--- src/rtl/ser_arb_pkg.sv ---
// ser_arb_pkg: FSM state type and default word/count widths shared with the serializer
package ser_arb_pkg;
  localparam int DATA_W_DEF = 16;
  localparam int MOD_W_DEF = 4;
  typedef enum logic [1:0] {IDLE, LAUNCH, WAIT} arb_state_t;
endpackage

--- src/rtl/ser_arb_rr_pick.sv ---
// ser_arb_rr_pick: combinational round-robin pick of the first valid requester after last_grant
module ser_arb_rr_pick
  import ser_arb_pkg::*;
#(
  parameter int N_REQ = 4,
  localparam int IDX_W = $clog2(N_REQ)
) (
  input  logic [N_REQ-1:0] req,
  input  logic [IDX_W-1:0] last_grant,
  output logic [N_REQ-1:0] gnt,
  output logic [IDX_W-1:0] idx,
  output logic             any
);
  // scan farthest-to-nearest so the nearest valid index after last_grant is the one left in idx
  always_comb begin
    idx = '0;
    for (int k = N_REQ; k >= 1; k--)
      if (req[(int'(last_grant) + k) % N_REQ]) idx = IDX_W'((int'(last_grant) + k) % N_REQ);
  end
  assign any = |req;
  assign gnt = any ? (N_REQ'(1) << idx) : '0;
endmodule

--- src/rtl/ser_arbiter.sv ---
// ser_arbiter: round-robin arbiter feeding one word at a time to a shared serializer (optional SER_ARB_STATS_EN adds words_sent_o)
module ser_arbiter
  import ser_arb_pkg::*;
#(
  parameter int N_REQ = 4,
  parameter int DATA_W = DATA_W_DEF,
  parameter int MOD_W = MOD_W_DEF,
  localparam int IDX_W = $clog2(N_REQ)
) (
  input  logic                    clk_i,
  input  logic                    srst_i,
  input  logic [N_REQ*DATA_W-1:0] req_data_i,
  input  logic [N_REQ*MOD_W-1:0]  req_mod_i,
  input  logic [N_REQ-1:0]        req_val_i,
  output logic [N_REQ-1:0]        req_rdy_o,
  output logic [DATA_W-1:0]       ser_data_o,
  output logic [MOD_W-1:0]        ser_mod_o,
  output logic                    ser_val_o,
  input  logic                    ser_busy_i,
  output logic [IDX_W-1:0]        grant_id_o,
  output logic                    busy_o
`ifdef SER_ARB_STATS_EN
  ,
  output logic [31:0]             words_sent_o
`endif
);
  arb_state_t state;
  logic [IDX_W-1:0] last_grant;
  logic [N_REQ-1:0] pick_gnt;
  logic [IDX_W-1:0] pick_idx;
  logic pick_any;
  logic can_grant;
  ser_arb_rr_pick #(.N_REQ(N_REQ)) u_pick (
    .req(req_val_i),
    .last_grant(last_grant),
    .gnt(pick_gnt),
    .idx(pick_idx),
    .any(pick_any)
  );
  // grants only open in IDLE with a free serializer and never while reset is held
  assign can_grant = (state == IDLE) && !ser_busy_i && !srst_i;
  assign req_rdy_o = can_grant ? pick_gnt : '0;
  assign busy_o = state != IDLE;
  // latch the winner, strobe the serializer once, then hold the word until it finishes
  always_ff @(posedge clk_i) begin
    if (srst_i) begin
      state <= IDLE;
      last_grant <= IDX_W'(N_REQ - 1);
      ser_val_o <= 1'b0;
      ser_data_o <= '0;
      ser_mod_o <= '0;
      grant_id_o <= '0;
    end else begin
      case (state)
        IDLE: if (can_grant && pick_any) begin
          ser_data_o <= req_data_i[pick_idx*DATA_W +: DATA_W];
          ser_mod_o <= req_mod_i[pick_idx*MOD_W +: MOD_W];
          grant_id_o <= pick_idx;
          last_grant <= pick_idx;
          ser_val_o <= 1'b1;
          state <= LAUNCH;
        end
        LAUNCH: begin
          ser_val_o <= 1'b0;
          state <= WAIT;
        end
        WAIT: if (!ser_busy_i) state <= IDLE;
        default: state <= IDLE;
      endcase
    end
  end
`ifdef SER_ARB_STATS_EN
  // count serializer launches, wrapping naturally at 2^32
  always_ff @(posedge clk_i) words_sent_o <= srst_i ? '0 : words_sent_o + 32'(state == LAUNCH);
`endif
endmodule

--- config.mk ---
export PLATFORM = sky130hd
export DESIGN_NAME = ser_arbiter
export DESIGN_NICKNAME = d
export VERILOG_FILES = /design/src/rtl/ser_arb_pkg.sv /design/src/rtl/ser_arb_rr_pick.sv /design/src/rtl/ser_arbiter.sv
export SDC_FILE = /design/constraint.sdc
export NUM_CORES = 1
export LEC_CHECK = 0
export CAP_MARGIN = 20
export CELL_PAD_IN_SITES_DETAIL_PLACEMENT = 0
export CELL_PAD_IN_SITES_GLOBAL_PLACEMENT = 1
export CORE_MARGIN = 2
export CORE_UTILIZATION = 24
export DETAILED_ROUTE_END_ITERATION = 7
export HOLD_SLACK_MARGIN = 0.12
export PLACE_DENSITY = 0.9
export SYNTH_ARGS = -nofsm -noshare
export SYNTH_HDL_FRONTEND = slang
export SYNTH_SLANG_ARGS = --single-unit
--- constraint.sdc ---
create_clock -name clk_i -period 1.7 [get_ports clk_i]
set_input_delay 0.34 -clock clk_i [delete_from_list [all_inputs] [get_ports clk_i]]
set_output_delay 0.34 -clock clk_i [all_outputs]
set_load 0.01 [all_outputs]
==> flow_summary.toml, run 1 <==
[layout]
fin_util_pct = 49.4
finalNetCount = 409
syn2layout_area_growth_pct = 102
final_layout_size_suffix_gt1_share_pct = 27.4
antennaDiodeCount = 0

[place]
place.gp.congestion = 0.758
hpwl_mm = 4.17
port_buffers = 114

[clocking]
clkSinkCount = 27
hold_buffers = 0
clock_latency_ns = 0.28
cts_tree = "built"
clk_path_buf_depth = 2
numCtsBuffers = 3
clkTransAtPathRegs_ns = 0.10
htreeDepth = 1
cts-root-buf = "clkbuf_8"

[timing]
setup_viol = 16
fin_crit_ns = 1.85
timing.final.crit_share_pct = 109
tightest_slew_ns = 0.350
max_slew_margin_pct = 76.6
fmax_ghz = 0.542
fin_ws_ns = -0.147
drv_slew = 0
rsz0062_at_grt = "yes"
hold_viol_final = 0
skew_ns = 0.0122

[routing]
avgRoutedWirePerCell_um = 16.3
vias_per_cell = 4.95
wirelength_mm = 6.52
drtIter0Drc = 69
antenna_left = 0
drc = 0
dr.pass1.iters = 4
num_vias = 1986

[status]
violations = "setup timing"
status = "complete, but fails checks"

[global_route]
grt_pass1_wl_mm = 9.45
grt-ovfl-total = 0
grt_max_degree = 25
grt_pass1_vias = 1976
grt_usage_pct = 15.7
grt_antenna_before_repair = 0

[setup_path]
r2r_start = "last_grant[0]"
r2r_end = "ser_data_o[11]"
rrSetupSlack_ns = -0.05
path_max_fanout = 3
crit_end = "req_rdy_o[0]"
end_kind = "output pin"
startpoint_type = "flip-flop"
critPathLaunch = "last_grant[0]"
rr_worst_depth = 7
cp_data_required_time_ns = 1.36
critPathKind = "reg -> out"
crit_arrival_ns = 1.51

[yosys]
post-synth-top-count-cell = "nand3_1"
synth_area_leaders = "dfxtp_1 33%, mux2i_1 12%, nand3_1 12%"
synth.net_count = 269
syn_inst = 182
synth_flop_cell = "dfxtp_1"
async_flop_share_pct = 0
synth_top_area_share_pct = 32.6
yosysTopAreaCell = "dfxtp_1"
synth-seq-cells = 27
ys_types = 31
syn-cell-area_um2 = 1660
avgSynthCellArea_um2 = 9.11
ys_seq_area_share_pct = 32.6
netlist_top_cells_count = "40 x nand3_1, 27 x dfxtp_1, 20 x mux2i_1, 20 x nand2_1"
ys.warnings.count = 0
synth_edf_count = 0

[floorplan]
core_area_um2 = 6760
die-area_um2 = 7590
rows = 30
pin_count = 115
die_x_um = 87.1
die_h_um = 87.1
start_util_pct = 24.5

[power]
power.leakage_nw = 1.27
pwr_density_cell_nw_per_um2 = 616
ir_worst_vdd_mv = 0.322
p_total_mw = 2.06

[flow_run]
drv_cap = 0

[hold_path]
hp-class = "reg -> reg"
-- metrics by stage --
stage / setup WS (ns) / std cells / setup TNS (ns) / hold slack, ns / instance area, µm²
4_1_cts: -0.140 / 395 / -0.419 / 0.486 / 3110
6_report: -0.147 / 401 / -0.764 / 0.482 / 3340
3_5_place_dp: -0.808 / 380 / -21.23 / 0.455 / 2950
3_3_place_gp: -0.776 / 380 / -20.03 / 0.446 / 2950
5_1_grt: -0.242 / 401 / -2.74 / 0.503 / 3340
2_1_floorplan: 0.0160 / 182 / 0 / 0.481 / 1660
-- cells in the final DEF, fill, tap and decap left out, types with 2 or more instances in the layout --
| master | synthesis | final |
|---|---|---|
| a21oi_1 | 3 | 2 |
| buf_12 | 0 | 5 |
| buf_2 | 4 | 6 |
| buf_4 | 1 | 27 |
| clkbuf_16 | 0 | 3 |
| clkbuf_8 | 0 | 3 |
| clkdlybuf4s50_1 | 0 | 103 |
| dfxtp_1 | 27 | 24 |
| dfxtp_2 | 0 | 3 |
| dlygate4sd2_1 | 0 | 2 |
| mux2i_1 | 20 | 10 |
| mux2i_2 | 0 | 3 |
| mux2i_4 | 0 | 7 |
| nand2_1 | 20 | 20 |
| nand2_4 | 2 | 2 |
| nand3_1 | 40 | 40 |
| nor2_1 | 10 | 9 |
| nor2_4 | 1 | 4 |
| nor2b_1 | 3 | 3 |
| nor3_1 | 4 | 3 |
| o2111ai_1 | 10 | 10 |
| o2111ai_2 | 10 | 10 |
| or2_2 | 2 | 2 |
-- cells by family (layout without fill, tap and decap cells) --
logic type,count (synthesis),count (layout),synth area share (%)
AOI/OAI and AO/OA,31,31,20.0
DFF,27,27,32.6
buffers and inverters,17,153,8.60
and+or+nand+nor,87,90,26.7
muxes,20,20,12.1
-- worst min-delay path by stage --
stage | startpoint | end | slack (ns) | cells after the start
floorplan | ser_busy_i | state[1] | 0.48 | 2
global placement | ser_data_o[5] | ser_data_o[5] | 0.45 | 2
detailed placement | ser_data_o[3] | ser_data_o[3] | 0.46 | 2
CTS | ser_mod_o[2] | ser_mod_o[2] | 0.49 | 2
global route | ser_data_o[15] | ser_data_o[15] | 0.50 | 2
finish | ser_data_o[7] | ser_data_o[7] | 0.48 | 2
-- area by class of cell --
class	instances	area, µm²
Sequential cell	27	544
Inverter	1	6.26
Timing Repair Buffer	148	1480
Multi-Input combinational cell	141	1170
Clock buffer	4	45.0
Fill cell	642	3420
Tap cell	80	100
-- report_power, final --
group / internal, mW / switching [mW]
clock: 0.168 / 0.212
sequential: 0.699 / 0.0384
combinational: 0.571 / 0.370
-- state kept, by name, indices dropped and copies added (netlist names) --
| name | flops |
|---|---|
| state | 2 |
| last_grant | 2 |
| ser_mod_o | 4 |
| ser_val_o | 1 |
| ser_data_o | 16 |
| grant_id_o | 2 |
-- routing by layer --
metal	up-vias	share of wire [%]	GRT usage, %
met5	-	0	0
met4	0	0.67	3.50
met3	4	8.8	4.64
met2	88	49	27.4
met1	931	42	19.1
li1	963	-	-
-- worst max-delay path: stages, from the launching register on --
cell and delay [ns]:
dfxtp_2 0.37, nand2b_4 0.15, a21o_1 0.19, o311ai_4 0.14
buf_4 0.16, nor2_1 0.07, buf_2 0.14
-- timing repair --
action	4_1_cts	5_1_grt
pin swaps	11	1
resized for setup	49	22
cloned	3	3
setup buffers	9	3
endpoints found under the setup margin	29	25
Note: power is estimated with default switching activity, not from simulation.
==> run 2: changes to the inputs <==
--- a/config.mk
+++ b/config.mk
@@ -17,2 +17,3 @@
 export SYNTH_HDL_FRONTEND = slang
 export SYNTH_SLANG_ARGS = --single-unit
+export TNS_END_PERCENT = 20
==> constraint.sdc (replaced) <==
create_clock -name clk_i -period 1.7 [get_ports clk_i]
set_input_delay 0.34 -clock clk_i [delete_from_list [all_inputs] [get_ports clk_i]]
set_output_delay 0.34 -clock clk_i [all_outputs]
set_load 0.005 [all_outputs]
==> flow_summary.toml, run 2 (synthesis gave the netlist of run 1 again) <==
[timing]
setup_viol = 23
tightest_slew_ns = 0.551
max_slew_margin_pct = 63.2
timing.final.crit_share_pct = 109
fin_ws_ns = -0.150
fin_crit_ns = 1.85
drv_slew = 0
rsz0062_at_grt = "yes"
skew_ns = 0.00415
hold_viol_final = 0
fmax_ghz = 0.541

[place]
place_area_um2 = 2940
hpwl_mm = 4.49
dp.cells = 382
port_buffers = 114
place.gp.congestion = 0.734

[floorplan]
core_area_um2 = 6760
rows = 30
start_util_pct = 24.5
pin_count = 115
die-area_um2 = 7590
die_h_um = 87.1
die_x_um = 87.1

[setup_path]
rr_worst_depth = 6
crit_buf_inv = 2
startpoint_type = "flip-flop"
r2r_end = "ser_data_o[7]"
critPathKind = "reg -> out"
critical-path-top-delay-family = "simple AND/OR/NAND/NOR gates"
path_max_fanout = 6
crit_arrival_ns = 1.51
cp_cell_sequence = "nor4_4 -> nand2_4 -> buf_4 -> nor3_4 -> buf_2"
cp_data_required_time_ns = 1.36
slowest_delay_ns = 0.35
end_kind = "output pin"
rrSetupSlack_ns = -0.09
r2r_start = "state[1]"
cp_slowest_cell = "dfxtp_2"

[layout]
syn2layout_area_growth_pct = 90.9
final_layout_size_suffix_gt1_share_pct = 25.1
mostFrequentLayoutCells = "103 x clkdlybuf4s50_1, 40 x nand3_1, 25 x buf_4"
final_common_cell = "clkdlybuf4s50_1"
top_register = "ser_data_o"
finalNetCount = 403
largest_reg_flops = 16
antennaDiodeCount = 0
stdcell_count = 395
finalInstanceArea_um2 = 3170
top_regs = "ser_data_o: 16 flops, ser_mod_o: 4 flops"
fin_util_pct = 46.9

[status]
violations = "setup timing"
status = "complete, but fails checks"

[clocking]
clock_latency_ns = 0.28
clk_path_buf_depth = 2
htreeDepth = 1
numCtsBuffers = 3
cts_tree = "built"
clkTransAtPathRegs_ns = 0.10
clkSinkCount = 27
cts-root-buf = "clkbuf_8"
hold_buffers = 0

[hold_path]
hold_end = "ser_data_o[0]"
hp-class = "reg -> reg"
whs_path_depth = 2
holdCritStartpoint = "ser_data_o[0]"

[routing]
dr.pass1.iters = 4
drtIter0Drc = 63
vias_per_cell = 4.90
avgRoutedWirePerCell_um = 16.1
num_vias = 1935
drc = 0
antenna_left = 0
wirelength_mm = 6.38

[flow_run]
drv_cap = 0

[power]
power.leakage_nw = 1.24
ir_worst_vdd_mv = 0.410
pwr_density_cell_nw_per_um2 = 610

[global_route]
grt_usage_pct = 16.7
grt_pass1_wl_mm = 9.97
grt_pass1_vias = 2034
grt-ovfl-total = 0
grt_max_degree = 23
grt_antenna_before_repair = 0
==> run 2: cell types whose count changed in the layout (fill, tap and decap cells not counted), sizes merged <==
cell,delta
nor2,-1
clkinv,+1
clkbuf,-3
buf,-3
==> run 2: what timing repair did <==
action                     CTS  global route
pin swaps                   12             3
setup endpoints to repair   29            27
setup buffers                5             1
cloned                       2             1
resized for setup           49            14
==> run 2: area by class of cell <==
class	instances	area [µm²]
fill	648	3590
timing repair buffer	143	1370
multi-input combinational	140	1100
sequential	27	548
tap	80	100
clock buffer	3	41.3
inverter	1	6.26
clock inverter	1	5.00
==> run 2: tightest hold or removal path, cell delays in order, from the launching register on <==
cell and delay [ns]:
dfxtp_1 0.34, nand2_1 0.05, o2111ai_1 0.06
==> run 2: worst max path at each step <==
stage / startpoint / to / slack [ns] / depth (start not counted)
floorplan: req_val_i[2] / req_rdy_o[3] / 0.05 / 6
global placement: req_val_i[2] / req_rdy_o[0] / -0.79 / 7
detailed placement: req_val_i[3] / ser_mod_o[0] / -0.86 / 6
CTS: last_grant[0] / req_rdy_o[1] / -0.15 / 6
global route: state[1] / req_rdy_o[3] / -0.22 / 5
finish: state[1] / req_rdy_o[3] / -0.15 / 5
==> run 2: metal layers <==
metal  vias up  GRT usage (%)  routed length [µm]
met5         -              0                   0
met4         0           2.80                  59
met3         6           3.60                 404
met2        66           30.7                3230
met1       915           20.0                2680
li1        948              -                   -
==> run 2: report_power, final <==
group,internal (mW),total (mW),switching [mW],leakage [nW]
Sequential,0.698,0.737,0.0386,0.222
Clock,0.165,0.383,0.218,0.0255
Combinational,0.498,0.812,0.314,0.990
==> run 2: per-stage QoR <==
stage | setup WS, ns | hold slack [ns] | setup TNS (ns) | power, mW
6_report | -0.150 | 0.472 | -1.54 | 1.93
5_1_grt | -0.217 | 0.500 | -4.10 | 2.05
3_5_place_dp | -0.860 | 0.455 | -22.22 | 1.47
3_3_place_gp | -0.791 | 0.446 | -19.86 | 1.46
4_1_cts | -0.151 | 0.482 | -2.20 | 1.91
2_1_floorplan | 0.0528 | 0.459 | 0 | 1.05
==> run 3: changes to the inputs <==
SLEW_MARGIN = 25   (was unset)
clock period = 1.75 ns   (was 1.7 ns; I/O delays follow)
==> flow_summary.toml, run 3 (synthesis gave the netlist of run 1 again) <==
[status]
status = "complete, but fails checks"
violations = "setup timing"

[floorplan]
rows = 30
die_h_um = 87.1
start_util_pct = 24.5
die_x_um = 87.1
pin_count = 115
die-area_um2 = 7590
core_area_um2 = 6760

[global_route]
busiest_layer = "met2"
grt_usage_pct = 16.4
grt_pass1_vias = 2043
grt_use_met2_pct = 30.3
grt_max_degree = 23
met3_usage_pct = 2.46
grt_pass1_wl_mm = 9.80
grt_antenna_before_repair = 0
grt-ovfl-total = 0
gr-usage-met1_pct = 19.8

[setup_path]
startpoint_type = "flip-flop"
rr_worst_depth = 6
cp_data_required_time_ns = 1.40
r2r_end = "ser_data_o[15]"
cp_slowest_cell = "dfxtp_4"
r2r_start = "last_grant[0]"
path_max_fanout = 5
rrSetupSlack_ns = 0.05
cp_cell_sequence = "nand2b_4 -> buf_12 -> o221ai_4 -> buf_6 -> nor3_4 -> buf_2"
end_kind = "output pin"
crit_arrival_ns = 1.52
critPathKind = "reg -> out"
slowest_delay_ns = 0.37

[timing]
hold_viol_final = 0
fin_setup_tns_ns = -0.423
fin_ws_ns = -0.119
timing.final.crit_share_pct = 107
skew_ns = 0.00166
setup_viol = 4
max_slew_margin_pct = 76.0
tightest_slew_ns = 0.359
drv_slew = 0
fin_worst_hold_slack_ns = 0.473
rsz0062_at_grt = "yes"
fmax_ghz = 0.535
fin_crit_ns = 1.87

[place]
place.gp.congestion = 0.741
place_area_um2 = 2940
post-place-ws_ns = -0.819
hpwl_mm = 4.56
port_buffers = 114
dp.cells = 382

[layout]
final_common_cell = "clkdlybuf4s50_1"
final_layout_size_suffix_gt1_share_pct = 25.8
finalInstanceArea_um2 = 3180
syn2layout_area_growth_pct = 91.8
fillers = 673
top_regs = "ser_data_o: 16 flops, ser_mod_o: 4 flops"
largest_reg_flops = 16
fin_util_pct = 47.1
antennaDiodeCount = 0
finalNetCount = 406
stdcell_count = 398
top_register = "ser_data_o"
mostFrequentLayoutCells = "103 x clkdlybuf4s50_1, 40 x nand3_1, 25 x buf_4"

[power]
p_int_mw = 1.31
ir_worst_vdd_mv = 0.307
switchingPower_uw = 551
pwr_density_cell_nw_per_um2 = 586
p_total_mw = 1.86
switching_share_pct = 29.6
seqPwrFrac_pct = 38.4
power.leakage_nw = 1.25
p_clk_share_pct = 19.8
comb_power_share_pct = 41.8

[clocking]
cts-root-buf = "clkbuf_8"
numCtsBuffers = 3
clkSinkCount = 27
clkTransAtPathRegs_ns = 0.10
clock_latency_ns = 0.27
clk_path_buf_depth = 2
cts_tree = "built"
htreeDepth = 1

[routing]
vias_per_cell = 5.01
drc = 0
dr.pass1.iters = 4
num_vias = 1992
avgRoutedWirePerCell_um = 16.3
antenna_left = 0
wirelength_mm = 6.49
drtIter0Drc = 59

[hold_path]
whs_path_depth = 2
hold_end = "ser_data_o[8]"
hp-class = "reg -> reg"
holdCritStartpoint = "ser_data_o[8]"

[flow_run]
drv_cap = 0
[run 3: cell count changes in the layout (fill, tap and decap cells not counted), sizes merged]
cell / before / now
buf: 35 / 39
clkbuf: 4 / 3
clkdlybuf4s15: 2 / 0
dlygate4sd2: 2 / 3
nor2: 13 / 14
[run 3: area by class of cell]
type                       instances  area, µm²  area share (%)
clock buffer                       3       41.3            1.30
clock inverter                     1       5.00           0.157
inverter                           1       6.26           0.197
multi-input combinational        141       1100            34.6
sequential                        27        548            17.2
tap                               80        100            3.15
timing repair buffer             145       1380            43.4
[run 3: power groups by stage]
| stage | registers, mW | logic [mW] | clock network [mW] |
|---|---|---|---|
| finish | 0.716 | 0.778 | 0.369 |
| detailed placement | 0.727 | 0.703 | 0 |
| CTS | 0.716 | 0.752 | 0.397 |
| global placement | 0.725 | 0.693 | 0 |
| floorplan | 0.729 | 0.289 | 0 |
| global route | 0.724 | 0.832 | 0.409 |
[run 3: worst max-delay path: cells and delay by family (launching register included)]
kind	cells	cell delay, ns
buf+inv	3	0.41
flops	1	0.37
compound gates	1	0.28
simple gates	2	0.19
[run 3: routing by layer]
metal / vias to the layer above / wire, µm
met3: 6 / 342
met1: 966 / 2780
met2: 64 / 3300
met5: - / 0
li1: 956 / -
met4: 0 / 72
[run 3: timing repair]
action                     CTS  global route
setup buffers                6             3
hold buffers                 0             0
resized for setup           55            11
pin swaps                    9             5
setup endpoints to repair   29            25
cloned                       2             1
[run 3: how the worst max path moves through the flow]
stage	start	slack, ns	end	cells past startpoint
2_1_floorplan	req_val_i[2]	0.08	req_rdy_o[3]	6
3_3_place_gp	req_val_i[2]	-0.76	req_rdy_o[3]	6
3_5_place_dp	req_val_i[3]	-0.82	ser_mod_o[0]	6
4_1_cts	last_grant[0]	-0.14	req_rdy_o[0]	6
5_1_grt	last_grant[0]	-0.19	req_rdy_o[0]	6
6_report	last_grant[0]	-0.12	req_rdy_o[2]	6
==> patch 1 (flow settings as in run 2) <==
`N_REQ` is set to 4 in 2 places; all go to 16.
--- a/src/rtl/ser_arb_rr_pick.sv
+++ b/src/rtl/ser_arb_rr_pick.sv
@@ -2,7 +2,7 @@
 module ser_arb_rr_pick
   import ser_arb_pkg::*;
 #(
-  parameter int N_REQ = 4,
+  parameter int N_REQ = 16,
   localparam int IDX_W = $clog2(N_REQ)
 ) (
   input  logic [N_REQ-1:0] req,
--- a/src/rtl/ser_arbiter.sv
+++ b/src/rtl/ser_arbiter.sv
@@ -2,7 +2,7 @@
 module ser_arbiter
   import ser_arb_pkg::*;
 #(
-  parameter int N_REQ = 4,
+  parameter int N_REQ = 16,
   parameter int DATA_W = DATA_W_DEF,
   parameter int MOD_W = MOD_W_DEF,
   localparam int IDX_W = $clog2(N_REQ)
Ports: changed (5 resized); port bits go from 115 to 381. No check against the original RTL was run, so the function may have changed too.
==> patch 1 against run 2 <==
  * The flow still finishes with violations (negative setup slack)
  * Worst setup slack got worse by 2.6 ns
  * Sequential cell count increased by 4
  * Area after synthesis rose to 4.4 times the old value
  * Power rose to 12 times the old value
  * Largest cell class is now multi-input combinational cells
  * Cell area grew to 4.5 times the old value
  * Critical path type unchanged
  * Cell count increased to 4.9 times the old value
  * Wire length grew to 7.4 times the old value
==> patch 1: results (changes against run 2) <==
* Total iterations of the first detailed-routing run at 6 (+2)
* Met2 Use GR at 0.4746 (+0.1672)
* Top delay family on crit path: multiplexers
* Placed Cells at 1865 (+390%)
* Non-clock inverter count at 54 (+53)
* Met2 routed WL at 22310 um (+590%)
* Buffers, non-clock at 650 (+350%)
* GR Util met1 at 0.3688 (+0.1689)
* Failing checks: negative setup slack
* Synth area leaders: dfxtp_1 (8.6%), o311a_1 (8.3%), nand2_1 (6.9%), o211ai_1 (6.9%), mux4_2 (5.9%)
* Avg WL per Cell at 24.44 um (+51%)
* Seq cells at 31 (+15%)
* Max FO, Critical Path at 7 (+1)
* Setup total negative slack at -112.38 ns (-110.84 ns)
* Largest net degree at the start of global routing at 42 (+83%)
* Final core occ at 0.4841 (+0.01554)
* Top sig layer: met5
* GPL Wtd Cong at 0.9702 (+32%)
* DR WL met3 at 3213 um (+700%)
* Footprint of the multi-input gates at 0.006539 mm^2 (+500%)
* Max stage delay on crit path at 0.57 ns (+0.22 ns)
* Max VDD drop at 1.020 mV (+150%)
* Number of CTS-inserted buffers at 5 (+2)
* Clock transition at path regs at 0.06 ns (-0.04 ns)
* Worst path slowest cell: mux4_2
* Most frequent cells after synthesis: nand2_1 (134), clkbuf_1 (89), o211ai_1 (67), o311a_1 (60), inv_1 (53)
* Root Driver: clkbuf_16
* Fill cell count at 2762 (+330%)
* Post-DP HPWL at 36940 um (+720%)
* Syn avg cell area at 7.354 um^2 (-19%)
* Status: finished with violations
* Via count at 11160 (+480%)
* Post-DP Area at 0.01306 mm^2 (+340%)
* Clk_lat worst skew at 0.29 ns
* PnR worst setup slack at -2.772 ns (-2.622 ns)
* Wl on met1 at 19780 um (+640%)
* CTS H-tree depth at 2 (+1)
* Fraction of area in multi-input gates at 0.4546 (+0.1083)
* Via/cell ratio at 5.806 (+19%)
* Iteration-0 DRC count of the detailed router at 823 (+1200%)
* DP Worst Slack at -3.001 ns (-2.141 ns)
* I/O Buffers at 380 (+230%)
* Final setup fails at 45 (+96%)
* Layout buffering overhead excluding clock cells at 0.4424 (+0.009968)
* Overall Global Routing Usage at 0.2817 (+0.1151)
* Sequential-to-total area share from yosys stat at 0.08559 (-0.2404)
* Worst path arrival time at 4.13 ns (+2.62 ns)
* Clk_skew at 0.008059 ns (+0.003905 ns)
* Met3 Usage GRT at 0.04092 (+0.004898)
* Clock-cell share at 0.01009 (-0.004535)
* Leakage at 5.492 nW (+340%)
-- patch 1: changes by cell type in the layout (fill, tap and decap cells not counted), moves of 22 or more --
| cell | run 2 | this run |
|---|---|---|
| nand2_1 | 20 | 126 |
| a311o_1 | 0 | 40 |
| clkdlybuf4s50_1 | 103 | 359 |
| nor3_1 | 2 | 30 |
| and2_1 | 0 | 22 |
| inv_1 | 0 | 52 |
| buf_4 | 25 | 207 |
| nand4_1 | 0 | 24 |
| o311a_1 | 0 | 60 |
| buf_6 | 1 | 30 |
| a211oi_1 | 0 | 31 |
| nand3_1 | 40 | 13 |
| nor2_1 | 8 | 39 |
| o211ai_1 | 0 | 67 |
-- patch 1: path summary, 6_finish.rpt --
kind	depth (start not counted)	slack, ns	startpoint	endpoint
setup / recovery	15	-2.77	last_grant[1]	req_rdy_o[10]
hold / removal	2	0.48	grant_id_o[3]	grant_id_o[3]
setup reg to reg	15	-2.76	last_grant[1]	ser_mod_o[0]
hold reg to reg	2	0.48	grant_id_o[3]	grant_id_o[3]
-- patch 1: logic make-up (layout without fill, tap and decap cells) --
kind of cell / count (synthesis) / in the layout / share of synthesized area
buf+inv: 171 / 712 / 0.09646
compound gates: 374 / 374 / 0.4399
flops: 31 / 31 / 0.08559
mux: 84 / 84 / 0.1544
other cells: 0 / 6 / 0
fa+ha+maj: 7 / 7 / 0.01208
simple gates: 305 / 305 / 0.1947
xor+xnor: 14 / 14 / 0.01691
-- patch 1: report_power, final --
part	switching, mW	total (mW)	leakage [nW]	internal, mW
Clock	0.386	0.927	0.0659	0.540
Combinational	10.6	20.6	5.17	10.0
Sequential	0.168	1.10	0.253	0.929
-- patch 1: timing repair --
action | in CTS | in global routing
pin swaps | 49 | 28
setup buffers | 33 | 7
gates cloned | 7 | 1
gates resized for setup | 156 | 57
setup endpoints to repair | 47 | 46
==> patch 2 (config.mk and constraints of run 2) <==
Without the edit above. The 3 states of `arb_state_t` get a one-hot encoding in 3 bits.
--- a/src/rtl/ser_arb_pkg.sv
+++ b/src/rtl/ser_arb_pkg.sv
@@ -2,6 +2,6 @@
 package ser_arb_pkg;
   localparam int DATA_W_DEF = 16;
   localparam int MOD_W_DEF = 4;
-  typedef enum logic [1:0] {IDLE, LAUNCH, WAIT} arb_state_t;
+  typedef enum logic [2:0] {IDLE = 3'b001, LAUNCH = 3'b010, WAIT = 3'b100} arb_state_t;
 endpackage
 
Formal check against the unedited RTL: same outputs for any inputs over 4 cycles, from zero or initial values and one cycle with srst_i high; so few cycles prove little.
==> patch 2 against run 2 <==
  * Wire length down 3.3%
  * Highest routed layer unchanged
  * Sequential power up 6.2%
  * Power up 23%
  * Largest power group unchanged
  * Non-clock buffer count decreased by 2
  * Worst setup slack lost 0.22 ns
  * Critical path type unchanged
  * Register-to-register slack got worse by 0.02 ns
  * Sequential cell count increased by 1
  * The flow still finishes with violations (negative setup slack)
  * Cell area increased by 7.9%
  * First-iteration DRC count decreased by 13%
  * Area after synthesis is 9.6% higher
  * Core utilization is essentially flat
  * Critical path depth is 2 higher
==> patch 2: results (changes against run 2) <==
* Synth unique cells at 34 (+9.7%)
* Initial antenna violation count at 0 (unchanged)
* Number of CTS-inserted buffers at 3 (unchanged)
* EDFF count, synth at 0 (unchanged)
* Max VDD drop at 0.5382 mV (+31%)
* Synth warnings at 0 (unchanged)
* Post-Route WL at 6166 um (-3.3%)
* Cells after synthesis at 205 (+13%)
* GPL Wtd Cong at 0.7568 (+3.2%)
* N_diodes at 0 (unchanged)
* PnR worst setup slack at -0.3695 ns (-0.2197 ns)
* Total iterations of the first detailed-routing run at 3 (-1)
* Status: finished with violations
* Clock transition at path regs at 0.10 ns (about the same)
* Root Driver: clkbuf_8
* Worst path arrival time at 1.73 ns (+0.22 ns)
* Nets at 417 (+3.5%)
* Clk_lat worst skew at 0.28 ns (about the same)
* First-pass GRT wire length at 9701 um (-2.7%)
* Vias in the first global route at 2073 (+1.9%)
* Max cap viols at 0 (unchanged)
* Post-DP HPWL at 4739 um (+5.6%)
* Hold Path Class: flop to flop
* Leakage at 1.231 nW (-0.57%)
* Post-DP Area at 0.003148 mm^2 (+7.0%)
* Finished Layout Cells at 428 (+8.4%)
* I/O Buffers at 114 (unchanged)
* CTS max path bufs at 2 (unchanged)
* Via count at 2044 (+5.6%)
* Share of cells above drive strength 1 at 0.2432 (-0.007633)
* CTS H-tree depth at 1 (unchanged)
* Iteration-0 DRC count of the detailed router at 55 (-13%)
* Largest net degree at the start of global routing at 30 (+30%)
* Fill cell count at 742 (+15%)
* Most frequent cells after synthesis: dfxtp_1 (28), nor2b_1 (27), a211oi_1 (19), nand3_1 (14), o31ai_1 (14)
* Worst slew pin tran at 0.3649 ns (-0.1859 ns)
* Final setup fails at 24 (+4.3%)
* DP Worst Slack at -0.9252 ns (-0.06479 ns)
* Sequential-to-total area share from yosys stat at 0.3085 (-0.01750)
* Overall Global Routing Usage at 0.1428 (-0.02380)
* Leading registers by flop count: ser_data_o: 16 flops, ser_mod_o: 4 flops, state: 3 flops
* Failing checks: negative setup slack
* Clk_skew at 0.006795 ns (+0.002641 ns)
* Syn nets at 292 (+8.6%)
* Max FO, Critical Path at 4 (-2)
* Async S/R FF share, synth at 0 (unchanged)
* Synth area leaders: dfxtp_1 (31%), nor2b_1 (9.3%), a211oi_1 (7.9%), o31ai_1 (5.8%), a211oi_2 (5.5%)
-- patch 2: cell count changes in the layout (fill, tap and decap cells not counted), sizes merged, moves of 6 or more --
cell	run 2	this run
a2111oi	0	7
o2111ai	20	0
o31ai	0	14
nor2b	4	27
a21oi	3	10
nand3	40	14
o31a	0	8
nand2	22	3
a211oi	0	27
nor2	13	7
a311oi	0	7
mux2i	20	7
-- patch 2: kinds of logic after synthesis --
| kind of cell | Yosys count | synth area share |
|---|---|---|
| buf+inv | 25 | 0.08402 |
| compound gates | 78 | 0.3526 |
| simple gates | 67 | 0.2163 |
| mux | 7 | 0.03857 |
| flops | 28 | 0.3085 |
-- patch 2: worst max-delay path, stage by stage, from the launching register on --
cell,delay (ns)
dfxtp_2,0.35
inv_2,0.03
or3_4,0.32
or2_4,0.26
buf_6,0.13
buf_12,0.12
nor3_2,0.11
buf_2,0.14
-- patch 2: final timing paths --
| check | from | end | slack (ns) | cells after the start |
|---|---|---|---|---|
| max | state[0] | req_rdy_o[1] | -0.37 | 7 |
| max reg2reg | state[0] | ser_data_o[3] | -0.11 | 7 |
| min | state[0] | state[2] | 0.45 | 1 |
| min reg2reg | state[0] | state[2] | 0.45 | 1 |
-- patch 2: final cells by class --
type / instances / area share
Clock inverter: 1 / 0.008791
Multi-Input combinational cell: 152 / 0.3685
Timing Repair Buffer: 141 / 0.4044
Clock buffer: 3 / 0.01209
Inverter: 4 / 0.005128
Sequential cell: 28 / 0.1648
Tap cell: 99 / 0.03626
-- patch 2: per-stage QoR --
step / utilization / TNS [ns]
4_1_cts: 0.4532 / -4.367
5_1_grt: 0.4684 / -4.102
6_report: 0.4684 / -2.230
2_1_floorplan: - / -0.3428
3_3_place_gp: 0.4317 / -19.52
3_5_place_dp: 0.4317 / -20.45
-- patch 2: report_power, final --
part	internal, mW	switching (mW)	total, mW
registers	0.737	0.0453	0.783
clock network	0.315	0.217	0.533
logic	0.603	0.452	1.05
total	1.66	0.714	2.37
-- patch 2: repair_timing --
action                                  CTS  global route
endpoints found under the setup margin   29            26
pin swaps                                 6             6
hold endpoints to repair                  0             0
resized for setup                        49            24
buffers inserted                          5             1
-- patch 2: routing by layer --
layer,global-route usage,vias up,share of wire
met5,0,-,0
met1,0.1652,955,0.42
met4,0.03283,0,0.011
met2,0.2685,47,0.53
met3,0.02822,4,0.039
li1,-,1038,-
